File: config.mk
export PLATFORM = sky130hd
export DESIGN_NAME = zebra_stripe_analyzer
export DESIGN_NICKNAME = d
export VERILOG_FILES = /design/src/rtl/zebra_pkg.sv /design/src/rtl/zebra_row_runlength.sv /design/src/rtl/zebra_stripe_analyzer.sv
export SDC_FILE = /design/constraint.sdc
export NUM_CORES = 1
export LEC_CHECK = 0
export ABC_CLOCK_PERIOD_IN_PS = 15800
export BUFFER_PORTS_ARGS = -buffer_cell sky130_fd_sc_hd__buf_4
export CAP_MARGIN = 20
export CORE_ASPECT_RATIO = 1.1
export CORE_MARGIN = 8
export CORE_UTILIZATION = 65
export DETAILED_ROUTE_END_ITERATION = 12
export GPL_TIMING_DRIVEN = 0
export MAX_ROUTING_LAYER = met4
export PLACE_DENSITY = 0.87
export SLEW_MARGIN = 20
export SYNTH_ARGS = -nofsm -noshare
export SYNTH_HDL_FRONTEND = slang
export SYNTH_SLANG_ARGS = --single-unit
File: constraint.sdc
create_clock -name clk -period 15.8 [get_ports clk]
set_input_delay 0.79 -clock clk [delete_from_list [all_inputs] [get_ports clk]]
set_output_delay 0.79 -clock clk [all_outputs]
set_load 0.01 [all_outputs]
File: src/rtl/zebra_pkg.sv
// Shared types and sizing helpers for the zebra crossing stripe analyzer.
// Holds the FSM state enum and counter-width functions; no ports.
package zebra_pkg;

    typedef enum logic {
        ST_RUN    = 1'b0,
        ST_DECIDE = 1'b1
    } state_t;

    // Bits for a run counter that saturates one past the longest stripe.
    function automatic int sat_cnt_w(input int max_w);
        return $clog2(max_w + 2);
    endfunction

    // Bits to index n items (at least one bit).
    function automatic int bits_for(input int n);
        return (n > 1) ? $clog2(n) : 1;
    endfunction

    function automatic int max_int(input int a, input int b);
        return (a > b) ? a : b;
    endfunction

endpackage

File: src/rtl/zebra_row_runlength.sv
// Per-row white-run tracker: measures runs and counts stripe-length runs.
// Ports: clk, rst_n, take (pixel consumed), white, last_col,
//        row_stripes (row total including a run closed by this pixel).
module zebra_row_runlength
    import zebra_pkg::*;
#(
    parameter int MIN_STRIPE_W = 8,
    parameter int MAX_STRIPE_W = 120
) (
    input  logic       clk,
    input  logic       rst_n,
    input  logic       take,
    input  logic       white,
    input  logic       last_col,
    output logic [7:0] row_stripes
);

    localparam int RW = sat_cnt_w(MAX_STRIPE_W);
    localparam logic [RW-1:0] RUN_SAT = RW'(MAX_STRIPE_W + 1);
    localparam logic [RW-1:0] LEN_MIN = RW'(MIN_STRIPE_W);
    localparam logic [RW-1:0] LEN_MAX = RW'(MAX_STRIPE_W);

    logic [RW-1:0] run_len;
    logic [RW-1:0] len_inc;
    logic [RW-1:0] close_len;
    logic [7:0]    stripes;
    logic          hit;

    // A run closes on a black pixel or at the row edge; an edge-closed
    // run includes the final white pixel.
    always_comb begin
        len_inc     = (run_len == RUN_SAT) ? RUN_SAT : run_len + RW'(1);
        close_len   = white ? len_inc : run_len;
        hit         = (!white || last_col)
                      && (close_len >= LEN_MIN)
                      && (close_len <= LEN_MAX);
        row_stripes = (hit && stripes != 8'hFF) ? stripes + 8'd1 : stripes;
    end

    always_ff @(posedge clk or negedge rst_n) begin
        if (!rst_n) begin
            run_len <= '0;
            stripes <= '0;
        end else if (take) begin
            if (last_col) begin
                run_len <= '0;
                stripes <= '0;
            end else if (white) begin
                run_len <= len_inc;
            end else begin
                run_len <= '0;
                stripes <= row_stripes;
            end
        end
    end

endmodule

File: src/rtl/zebra_stripe_analyzer.sv
// Zebra crossing detector on a raster pixel stream with frame hysteresis.
// Ports: clk, rst_n, x_valid/x_ready/x_data stream in, cfg_thresh,
//        crossing_detected, detection_valid, stripe_count, band_mask.
module zebra_stripe_analyzer
    import zebra_pkg::*;
#(
    parameter int IMG_WIDTH    = 640,
    parameter int IMG_HEIGHT   = 480,
    parameter int W            = 8,
    parameter int NUM_BANDS    = 4,
    parameter int MIN_STRIPE_W = 8,
    parameter int MAX_STRIPE_W = 120,
    parameter int MIN_STRIPES  = 4,
    parameter int ROW_QUAL_MIN = 60,
    parameter int MIN_BANDS    = 2,
    parameter int HYST_FRAMES  = 3
) (
    input  logic                 clk,
    input  logic                 rst_n,
    input  logic                 x_valid,
    output logic                 x_ready,
    input  logic [W-1:0]         x_data,
    input  logic [W-1:0]         cfg_thresh,
    output logic                 crossing_detected,
    output logic                 detection_valid,
    output logic [7:0]           stripe_count,
    output logic [NUM_BANDS-1:0] band_mask
);

    localparam int ROWS_PB = IMG_HEIGHT / NUM_BANDS;
    localparam int CW  = bits_for(IMG_WIDTH);
    localparam int RBW = bits_for(ROWS_PB);
    localparam int BW  = bits_for(NUM_BANDS);
    localparam int QW  = bits_for(max_int(ROWS_PB, ROW_QUAL_MIN) + 1);
    localparam int HW  = bits_for(HYST_FRAMES + 1);

    localparam logic [CW-1:0]  LAST_COL  = CW'(IMG_WIDTH - 1);
    localparam logic [RBW-1:0] LAST_RIB  = RBW'(ROWS_PB - 1);
    localparam logic [BW-1:0]  LAST_BAND = BW'(NUM_BANDS - 1);
    localparam logic [QW-1:0]  QUAL_MIN  = QW'(ROW_QUAL_MIN);
    localparam logic [7:0]     STR_MIN   = 8'(MIN_STRIPES);
    localparam logic [HW-1:0]  HYST_LAST = HW'(HYST_FRAMES - 1);

    state_t               state;
    logic [CW-1:0]        col;
    logic [RBW-1:0]       rib;
    logic [BW-1:0]        band;
    logic [W-1:0]         thr_q;
    logic [QW-1:0]        qual_cnt;
    logic [NUM_BANDS-1:0] band_acc;
    logic [7:0]           frame_max;
    logic [HW-1:0]        streak;

    logic          take;
    logic          first_px;
    logic [W-1:0]  thr;
    logic          white;
    logic          last_col;
    logic          row_end;
    logic          band_end;
    logic          frame_end;
    logic [7:0]    row_total;
    logic          row_ok;
    logic [QW-1:0] q_next;
    logic          pos;

    // The first pixel uses cfg_thresh directly; the rest of the frame
    // uses the copy latched on that pixel.
    always_comb begin
        take      = x_valid && x_ready;
        first_px  = (col == '0) && (rib == '0) && (band == '0);
        thr       = first_px ? cfg_thresh : thr_q;
        white     = (x_data >= thr);
        last_col  = (col == LAST_COL);
        row_end   = take && last_col;
        band_end  = row_end && (rib == LAST_RIB);
        frame_end = band_end && (band == LAST_BAND);
        row_ok    = (row_total >= STR_MIN);
        q_next    = qual_cnt + QW'(row_ok);
        pos       = ($countones(band_acc) >= MIN_BANDS);
    end

    zebra_row_runlength #(
        .MIN_STRIPE_W (MIN_STRIPE_W),
        .MAX_STRIPE_W (MAX_STRIPE_W)
    ) u_row (
        .clk         (clk),
        .rst_n       (rst_n),
        .take        (take),
        .white       (white),
        .last_col    (last_col),
        .row_stripes (row_total)
    );

    always_ff @(posedge clk or negedge rst_n) begin
        if (!rst_n) begin
            state             <= ST_RUN;
            x_ready           <= 1'b0;
            col               <= '0;
            rib               <= '0;
            band              <= '0;
            thr_q             <= '0;
            qual_cnt          <= '0;
            band_acc          <= '0;
            frame_max         <= '0;
            streak            <= '0;
            crossing_detected <= 1'b0;
            detection_valid   <= 1'b0;
            stripe_count      <= '0;
            band_mask         <= '0;
        end else begin
            detection_valid <= 1'b0;
            case (state)
                ST_RUN: begin
                    x_ready <= 1'b1;
                    if (take) begin
                        if (first_px) thr_q <= cfg_thresh;
                        col <= last_col ? '0 : col + CW'(1);
                        if (row_end) begin
                            if (row_total > frame_max) frame_max <= row_total;
                            if (band_end) begin
                                band_acc[band] <= (q_next >= QUAL_MIN);
                                qual_cnt       <= '0;
                                rib            <= '0;
                                band <= (band == LAST_BAND) ? '0 : band + BW'(1);
                            end else begin
                                qual_cnt <= q_next;
                                rib      <= rib + RBW'(1);
                            end
                        end
                        if (frame_end) begin
                            state   <= ST_DECIDE;
                            x_ready <= 1'b0;
                        end
                    end
                end
                ST_DECIDE: begin
                    state           <= ST_RUN;
                    x_ready         <= 1'b1;
                    band_mask       <= band_acc;
                    stripe_count    <= frame_max;
                    detection_valid <= 1'b1;
                    band_acc        <= '0;
                    frame_max       <= '0;
                    // Toggle only after a streak of disagreeing frames.
                    if (pos != crossing_detected) begin
                        if (streak == HYST_LAST) begin
                            crossing_detected <= ~crossing_detected;
                            streak            <= '0;
                        end else begin
                            streak <= streak + HW'(1);
                        end
                    end else begin
                        streak <= '0;
                    end
                end
                default: state <= ST_RUN;
            endcase
        end
    end

endmodule

==> impl_metrics.tcl, run 1 <==
set metrics [dict create \
    status "completed" \
    die-area_um2 9980 \
    slew_headroom_pct 51.8 \
    peakVddDrop_v 0.0000666 \
    synth_cell_type_count 68 \
    cp-end-kind "register" \
    drv_cap 0 \
    vias_per_cell 6.02 \
    setup_violations 0 \
    synth_area_per_cell_um2 9.82 \
    hp-class "in2async" \
    p_sw_share_pct 29.8 \
    drive_above_1_share_pct 17.5 \
    final_common_cell "dfrtp_1" \
    finalPower_w 0.000423 \
    rsz0062_at_grt "false" \
    setup_tns_ns 0 \
    critPathKind "reg2reg" \
    grt_max_degree 80 \
    drc 0 \
    clock_sinks 79 \
    wl_per_cell_um 15.7 \
    initial_core_util_pct 66.0 \
    final_nets 559 \
    powerDensity_nw_per_um2 82.6 \
    ctsHoldBuffers 0 \
    yosysSeqAreaShare_pct 43.2 \
    synth_top_area_cell "dfrtp_1" \
    final_cell_mix "dfrtp_1, nand2_1, buf_4" \
    die_y_um 104 \
    worstPathMaxFanout 8 \
    post-route-period-util_pct 36.7 \
    p_int_w 0.000297 \
    drtAntennaViolNets 0 \
    dp_hpwl_um 6990 \
    cts_resized 0 \
    cp_slowest_cell "nand4_1" \
    synthArstFlopShare_pct 100 \
    yosysWarnings 0 \
    seqPwrFrac_pct 53.1 \
    first_iter_violations 200 \
    grt_pass1_vias 3544 \
    r2r_slack_ns 10.01 \
    synth_edf_count 0 \
    htreeDepth 3 \
    numCtsBuffers 9 \
    fin_worst_skew_ns 0.0146 \
    hold_viol 0 \
    netlist_area_um2 4570 \
    syn_inst 466 \
    fillers 500 \
    firstDrtPassIters 4 \
    gp_congestion 0.976 \
    syn_nets 515 \
    power_frac_comb_pct 13.1 \
    min_period_ns 5.80 \
    path_cells "inv_1 -> ha_1 -> and4b_1 -> nand4_1 -> mux2i_1 -> ha_1 -> or3_1 -> a21oi_1 -> o31a_2 -> nor4_1 -> nor3_1 -> nor2_1 -> nand4_1 -> mux2i_1 -> o211ai_1 -> ha_1 -> ha_1 -> a21oi_1 -> xor2_1 -> o2111ai_1 -> o2111a_1 -> a22oi_1" \
    port_buffers 33 \
    cts.path.max_buffers 2 \
    power_switching_w 0.000126 \
    r2r-end "band_acc[3]" \
    ys_seq_elements 79 \
    synth_ff_type "dfrtp_1" \
    overflow 0 \
    crit_path_start_kind "register" \
    die-width_um 96.0 \
    num_io_pins 34 \
    grt_pass1_wl_um 16000 \
    synth.top_cells.by_area "dfrtp_1, ha_1, mux2_2" \
    worstReg2RegStart "band[0]" \
    reg2reg_depth 22 \
    coreArea_um2 6930 \
    holdWs_ns 0.432 \
    cpMostUsedCell "ha_1" \
    critPathMaxStageDelay_ns 0.46 \
    place_area_um2 4930 \
    fmax_ghz 0.173 \
    finish.utilization_pct 73.9 \
    critPathBufInv 1 \
    required_ns 16.09 \
    path_depth 22 \
    grt_usage_pct 20.4 \
    cts_setup_buffers 0 \
    crit_family "simple AND/OR/NAND/NOR gates" \
    antenna_found_initial 0 \
    antenna_cells 0 \
    cts_tree "yes" \
    insertion_delay_ns 0.36 \
    finalInstanceArea_um2 5120 \
    num_rows 32 \
    root_buffer "clkbuf_8" \
    synth_top_area_share_pct 43.2 \
    maxSlewViolCount 0 \
    clkPwrFrac_pct 33.8 \
    clkSlewWorstSetupHoldPaths_ns 0.10 \
    critPathArrivalTime_ns 6.09 \
    vias 3609 \
    drt_wl_total_um 9410 \
    leakage_nw 2.46 \
    synthToLayoutAreaGrowth_pct 11.9 \
    worst_pin_slew_ns 0.722 \
]
## metrics by stage
step	worst slack, ns	instances
5_1_grt	9.51	600
4_1_cts	10.0	600
6_report	10.01	600
3_5_place_dp	10.05	584
3_3_place_gp	10.22	584
2_1_floorplan	10.87	466
## power groups by stage
stage	combinational [W]	clock (W)	sequential (W)
3_5_place_dp	0.0000557	0	0.000228
6_report	0.0000554	0.000143	0.000225
4_1_cts	0.0000559	0.000145	0.000224
5_1_grt	0.0000632	0.000154	0.000227
2_1_floorplan	0.0000383	0	0.000225
3_3_place_gp	0.0000527	0	0.000228
## logic make-up (layout without fill, tap and decap cells)
kind of cell / after synthesis / after routing / share of synthesized area (%)
compound gates: 112 / 112 / 15.9
xor+xnor: 18 / 18 / 3.61
fa+ha+maj: 30 / 30 / 8.37
buf+inv: 46 / 95 / 4.43
flops: 79 / 79 / 43.2
mux: 25 / 25 / 5.88
simple gates: 156 / 156 / 18.6
## registers in the layout, indices dropped and copies added (netlist names)
| register | count |
|---|---|
| col | 10 |
| frame_max | 8 |
| stripe_count | 8 |
| thr_q | 8 |
| u_row.stripes | 8 |
| qual_cnt | 7 |
| rib | 7 |
| u_row.run_len | 7 |
| band_acc | 4 |
| band_mask | 4 |
| band | 2 |
| streak | 2 |
| crossing_detected | 1 |
| detection_valid | 1 |
| state | 1 |
| x_ready | 1 |
## cell usage after synthesis, drive strengths merged, types with 2 or more instances
cell type / count
o211ai: 2
or2: 3
a21o: 5
a31oi: 4
nand4: 12
a311oi: 2
ha: 29
mux2: 15
or4: 2
o22ai: 4
xor2: 3
a21oi: 29
o31a: 2
nor3: 6
buf: 4
o21ba: 2
nand3: 18
o211a: 3
o31ai: 12
o21ai: 31
nand2b: 5
dfrtp: 79
and2: 6
and4: 4
nand2: 42
nor4: 7
clkbuf: 15
xnor2: 15
or3: 3
mux2i: 10
and3: 12
inv: 26
a22oi: 4
a211oi: 6
nor2: 30
## final cells by class
class	count	area, um2	share of cell area, %
clock inverter	7	61.3	1.20
sequential	79	1980	38.6
clock buffer	9	124	2.42
timing repair buffer	33	251	4.91
multi-input combinational	341	2390	46.8
buffer	19	101	1.98
inverter	27	101	1.98
tap	85	106	2.08
## routing by layer
| layer | global-route usage, % | part of all wire [%] | up-vias | routed length (um) |
|---|---|---|---|---|
| li1 | - | - | 1781 | - |
| met4 | 9.24 | 2.7 | 0 | 255 |
| met5 | - | 0 | - | 0 |
| met2 | 31.8 | 50 | 69 | 4680 |
| met1 | 24.5 | 44 | 1735 | 4110 |
| met3 | 4.33 | 3.8 | 24 | 359 |
## worst max-delay path by stage
stage | from | end | slack, ns
3_5_place_dp | band[0] | band_acc[3] | 10.05
3_3_place_gp | band[0] | band_acc[3] | 10.22
2_1_floorplan | band[0] | band_acc[3] | 10.87
4_1_cts | band[0] | band_acc[3] | 10.0
5_1_grt | band[0] | band_acc[3] | 9.51
6_report | band[0] | band_acc[3] | 10.01
Note: power is estimated with default switching activity, not from simulation.
==> inputs of run 2 (changes only) <==
--- a/config.mk
+++ b/config.mk
@@ -5,16 +5,17 @@
 export SDC_FILE = /design/constraint.sdc
 export NUM_CORES = 1
 export LEC_CHECK = 0
-export ABC_CLOCK_PERIOD_IN_PS = 15800
+export ABC_AREA = 1
+export ABC_CLOCK_PERIOD_IN_PS = 5400
 export BUFFER_PORTS_ARGS = -buffer_cell sky130_fd_sc_hd__buf_4
 export CAP_MARGIN = 20
 export CORE_ASPECT_RATIO = 1.1
 export CORE_MARGIN = 8
-export CORE_UTILIZATION = 65
+export CORE_UTILIZATION = 60
 export DETAILED_ROUTE_END_ITERATION = 12
 export GPL_TIMING_DRIVEN = 0
 export MAX_ROUTING_LAYER = met4
-export PLACE_DENSITY = 0.87
+export PLACE_DENSITY = 0.82
 export SLEW_MARGIN = 20
 export SYNTH_ARGS = -nofsm -noshare
 export SYNTH_HDL_FRONTEND = slang
==> constraint.sdc (replaced) <==
create_clock -name clk -period 5.4 [get_ports clk]
set_input_delay 0.27 -clock clk [delete_from_list [all_inputs] [get_ports clk]]
set_output_delay 0.27 -clock clk [all_outputs]
set_load 0.01 [all_outputs]
==> run 2 against run 1 <==
Sequential share of layout area is 0.14 points lower. Critical path depth up 10. Largest power group unchanged. Combinational power grew to 7.1 times the previous value. Power rose to 3.7 times the previous value. Wire length is 2.0% higher. Clock skew decreased by 0.0049 ns. Synthesized cell count rose by 12%. First-iteration DRC count shrank 13%.
==> impl_metrics.tcl, run 2 <==
set metrics [dict create \
    status "completed" \
    die_y_um 106 \
    top_register "col" \
    synth.top_cells.by_area "dfrtp_1, nand2_1, ha_1" \
    drt_wl_total_um 9590 \
    synth_edf_count 0 \
    cp-startpoint "band[1]" \
    num_io_pins 34 \
    overflow 0 \
    ys_seq_elements 79 \
    grt_pass1_wl_um 16600 \
    worst_pin_slew_ns 0.719 \
    leakage_nw 2.55 \
    setup_violations 0 \
    cp_slowest_cell "o41ai_4" \
    min_period_ns 5.09 \
    syn_inst 522 \
    worst_hold_startpoint "cfg_thresh[1]" \
    multi_input_area_um2 2220 \
    syn_nets 571 \
    critPathArrivalTime_ns 5.36 \
    holdWs_ns 0.250 \
    worstReg2RegStart "band[1]" \
    cts.path.max_buffers 2 \
    hp-class "in2reg" \
    cp-end-kind "register" \
    critPathKind "reg2reg" \
    fillers 568 \
    worstPathMaxFanout 10 \
    final_cell_mix "nand2_1, dfrtp_1, inv_1" \
    netlist_area_um2 4460 \
    grt_usage_pct 19.8 \
    critPathMaxStageDelay_ns 0.44 \
    cts_tree "yes" \
    synthToLayoutAreaGrowth_pct 15.1 \
    htreeDepth 3 \
    first_iter_violations 174 \
    num_rows 33 \
    clock_sinks 79 \
    fin_worst_skew_ns 0.00971 \
    post-route-period-util_pct 94.2 \
    final_nets 619 \
    powerDensity_nw_per_um2 306 \
    firstDrtPassIters 4 \
    initial_core_util_pct 60.7 \
    synth_top_area_cell "dfrtp_1" \
    drive_above_1_share_pct 17.7 \
    yosysMostFrequentCell "nand2_1" \
    grt_pass1_vias 3709 \
    synth_area_per_cell_um2 8.55 \
    synthArstFlopShare_pct 100 \
    synth_commonest_cells "nand2_1, dfrtp_1, inv_1, o21ai_0, nor2_1" \
    drtAntennaViolNets 0 \
    port_buffers 33 \
    synth_ff_type "dfrtp_1" \
    maxSlewViolCount 0 \
    finalWorstSetupSlack_ns 0.313 \
    crit_path_start_kind "register" \
    rsz0062_at_grt "true" \
    vias 3668 \
    antenna_found_initial 0 \
    insertion_delay_ns 0.36 \
    wl_per_cell_um 14.5 \
    place_ws_ns -0.202 \
    numCtsBuffers 9 \
    drv_cap 0 \
    cpMostUsedCell "nand2_1" \
    synth_cell_type_count 42 \
    fmax_ghz 0.197 \
    antenna_cells 0 \
    vias_per_cell 5.54 \
    yosysWarnings 0 \
    finalPower_w 0.00157 \
    final_common_cell "nand2_1" \
    drc 0 \
    synth_top_area_share_pct 44.3 \
    hold_viol 0 \
    slew_headroom_pct 52.0 \
    yosysSeqAreaShare_pct 44.3 \
    coreArea_um2 7350 \
    gp_congestion 0.889 \
    clkSlewWorstSetupHoldPaths_ns 0.09 \
    dp_hpwl_um 6780 \
    root_buffer "clkbuf_8" \
    grt_max_degree 80 \
    die-width_um 98.2 \
    peakVddDrop_v 0.000205 \
    largest_register_ff_count 10 \
    regArea_um2 1980 \
    die-area_um2 10500 \
    required_ns 5.67 \
]
run 2: cell types whose count changed after synthesis, moves of 12 or more:
cell     before  now
a21oi_1      29   16
mux2_2       15    0
inv_1        26   76
nand2_1      42   99
o22ai_1       4   16
nand3_1      18   30
xor2_1        3   18
xnor2_1      14    2
run 2: worst max-delay path: cells and delay by family (launching register included):
family | cells | cell delay [ns]
AO/OA/AOI/OAI | 2 | 0.61
AND/OR/NAND/NOR | 22 | 2.40
flip-flops | 1 | 0.41
XOR/XNOR | 1 | 0.19
adder cells (fa/ha/maj) | 4 | 0.86
multiplexers | 1 | 0.21
buffers and inverters | 2 | 0.31
run 2: cell families after synthesis:
kind of cell	count (synthesis)	share of synthesized area (%)
muxes	8	1.79
and+or+nand+nor	211	22.4
buffers and inverters	89	7.57
AOI/OAI and AO/OA	84	11.0
adders and majority gates	30	8.58
DFF	79	44.3
xor gates and xnor gates	21	4.29
run 2: metal layers:
metal | part of all wire, % | up-vias | GRT usage, %
met5 | 0 | - | -
met4 | 2.4 | 0 | 9.77
met3 | 3.6 | 19 | 3.33
met2 | 52 | 62 | 33.6
met1 | 42 | 1761 | 22.3
li1 | - | 1826 | -
run 2: repair_timing:
| item | 4_1_cts | 5_1_grt |
|---|---|---|
| endpoints found under the hold margin | 0 | 4 |
| hold buffers | 0 | 1 |
| setup endpoints to repair | 4 | 12 |
| setup buffers | 0 | 4 |
| gates resized for setup | 2 | 14 |
| pin swaps | 0 | 5 |
| cloned | 0 | 0 |
run 2: through the flow:
| stage | util [%] | setup TNS, ns | area (um2) | std cells |
|---|---|---|---|---|
| 6_report | 69.9 | 0 | 5140 | 662 |
| 5_1_grt | 69.9 | -0.628 | 5140 | 662 |
| 4_1_cts | 68.5 | 0 | 5030 | 658 |
| 3_5_place_dp | 65.6 | -0.666 | 4820 | 642 |
| 3_3_place_gp | 65.6 | 0 | 4820 | 642 |
| 2_1_floorplan | - | 0 | 4460 | 522 |
run 2: final timing paths:
| path | slack, ns | to | cells after the start |
|---|---|---|---|
| max | 0.31 | band_acc[3] | 32 |
| min | 0.25 | thr_q[1] | 3 |
| max reg2reg | 0.31 | band_acc[3] | 32 |
| min reg2reg | 0.49 | band_mask[0] | 2 |
| max in group asynchronous | 4.40 | col[4] | 2 |
| min in group asynchronous | 0.48 | u_row.run_len[3] | 2 |
run 2: power breakdown:
group	internal, W	switching (W)
clock	0.000218	0.000239
sequential	0.000653	0.0000705
combinational	0.000149	0.000243
run 2: cell type report:
class | count | area share (%)
Sequential cell | 79 | 38.5
Buffer | 6 | 0.487
Inverter | 82 | 5.99
Tap cell | 87 | 2.12
Timing Repair Buffer | 38 | 5.68
Clock inverter | 7 | 1.51
Multi-Input combinational cell | 354 | 43.3
Clock buffer | 9 | 2.41
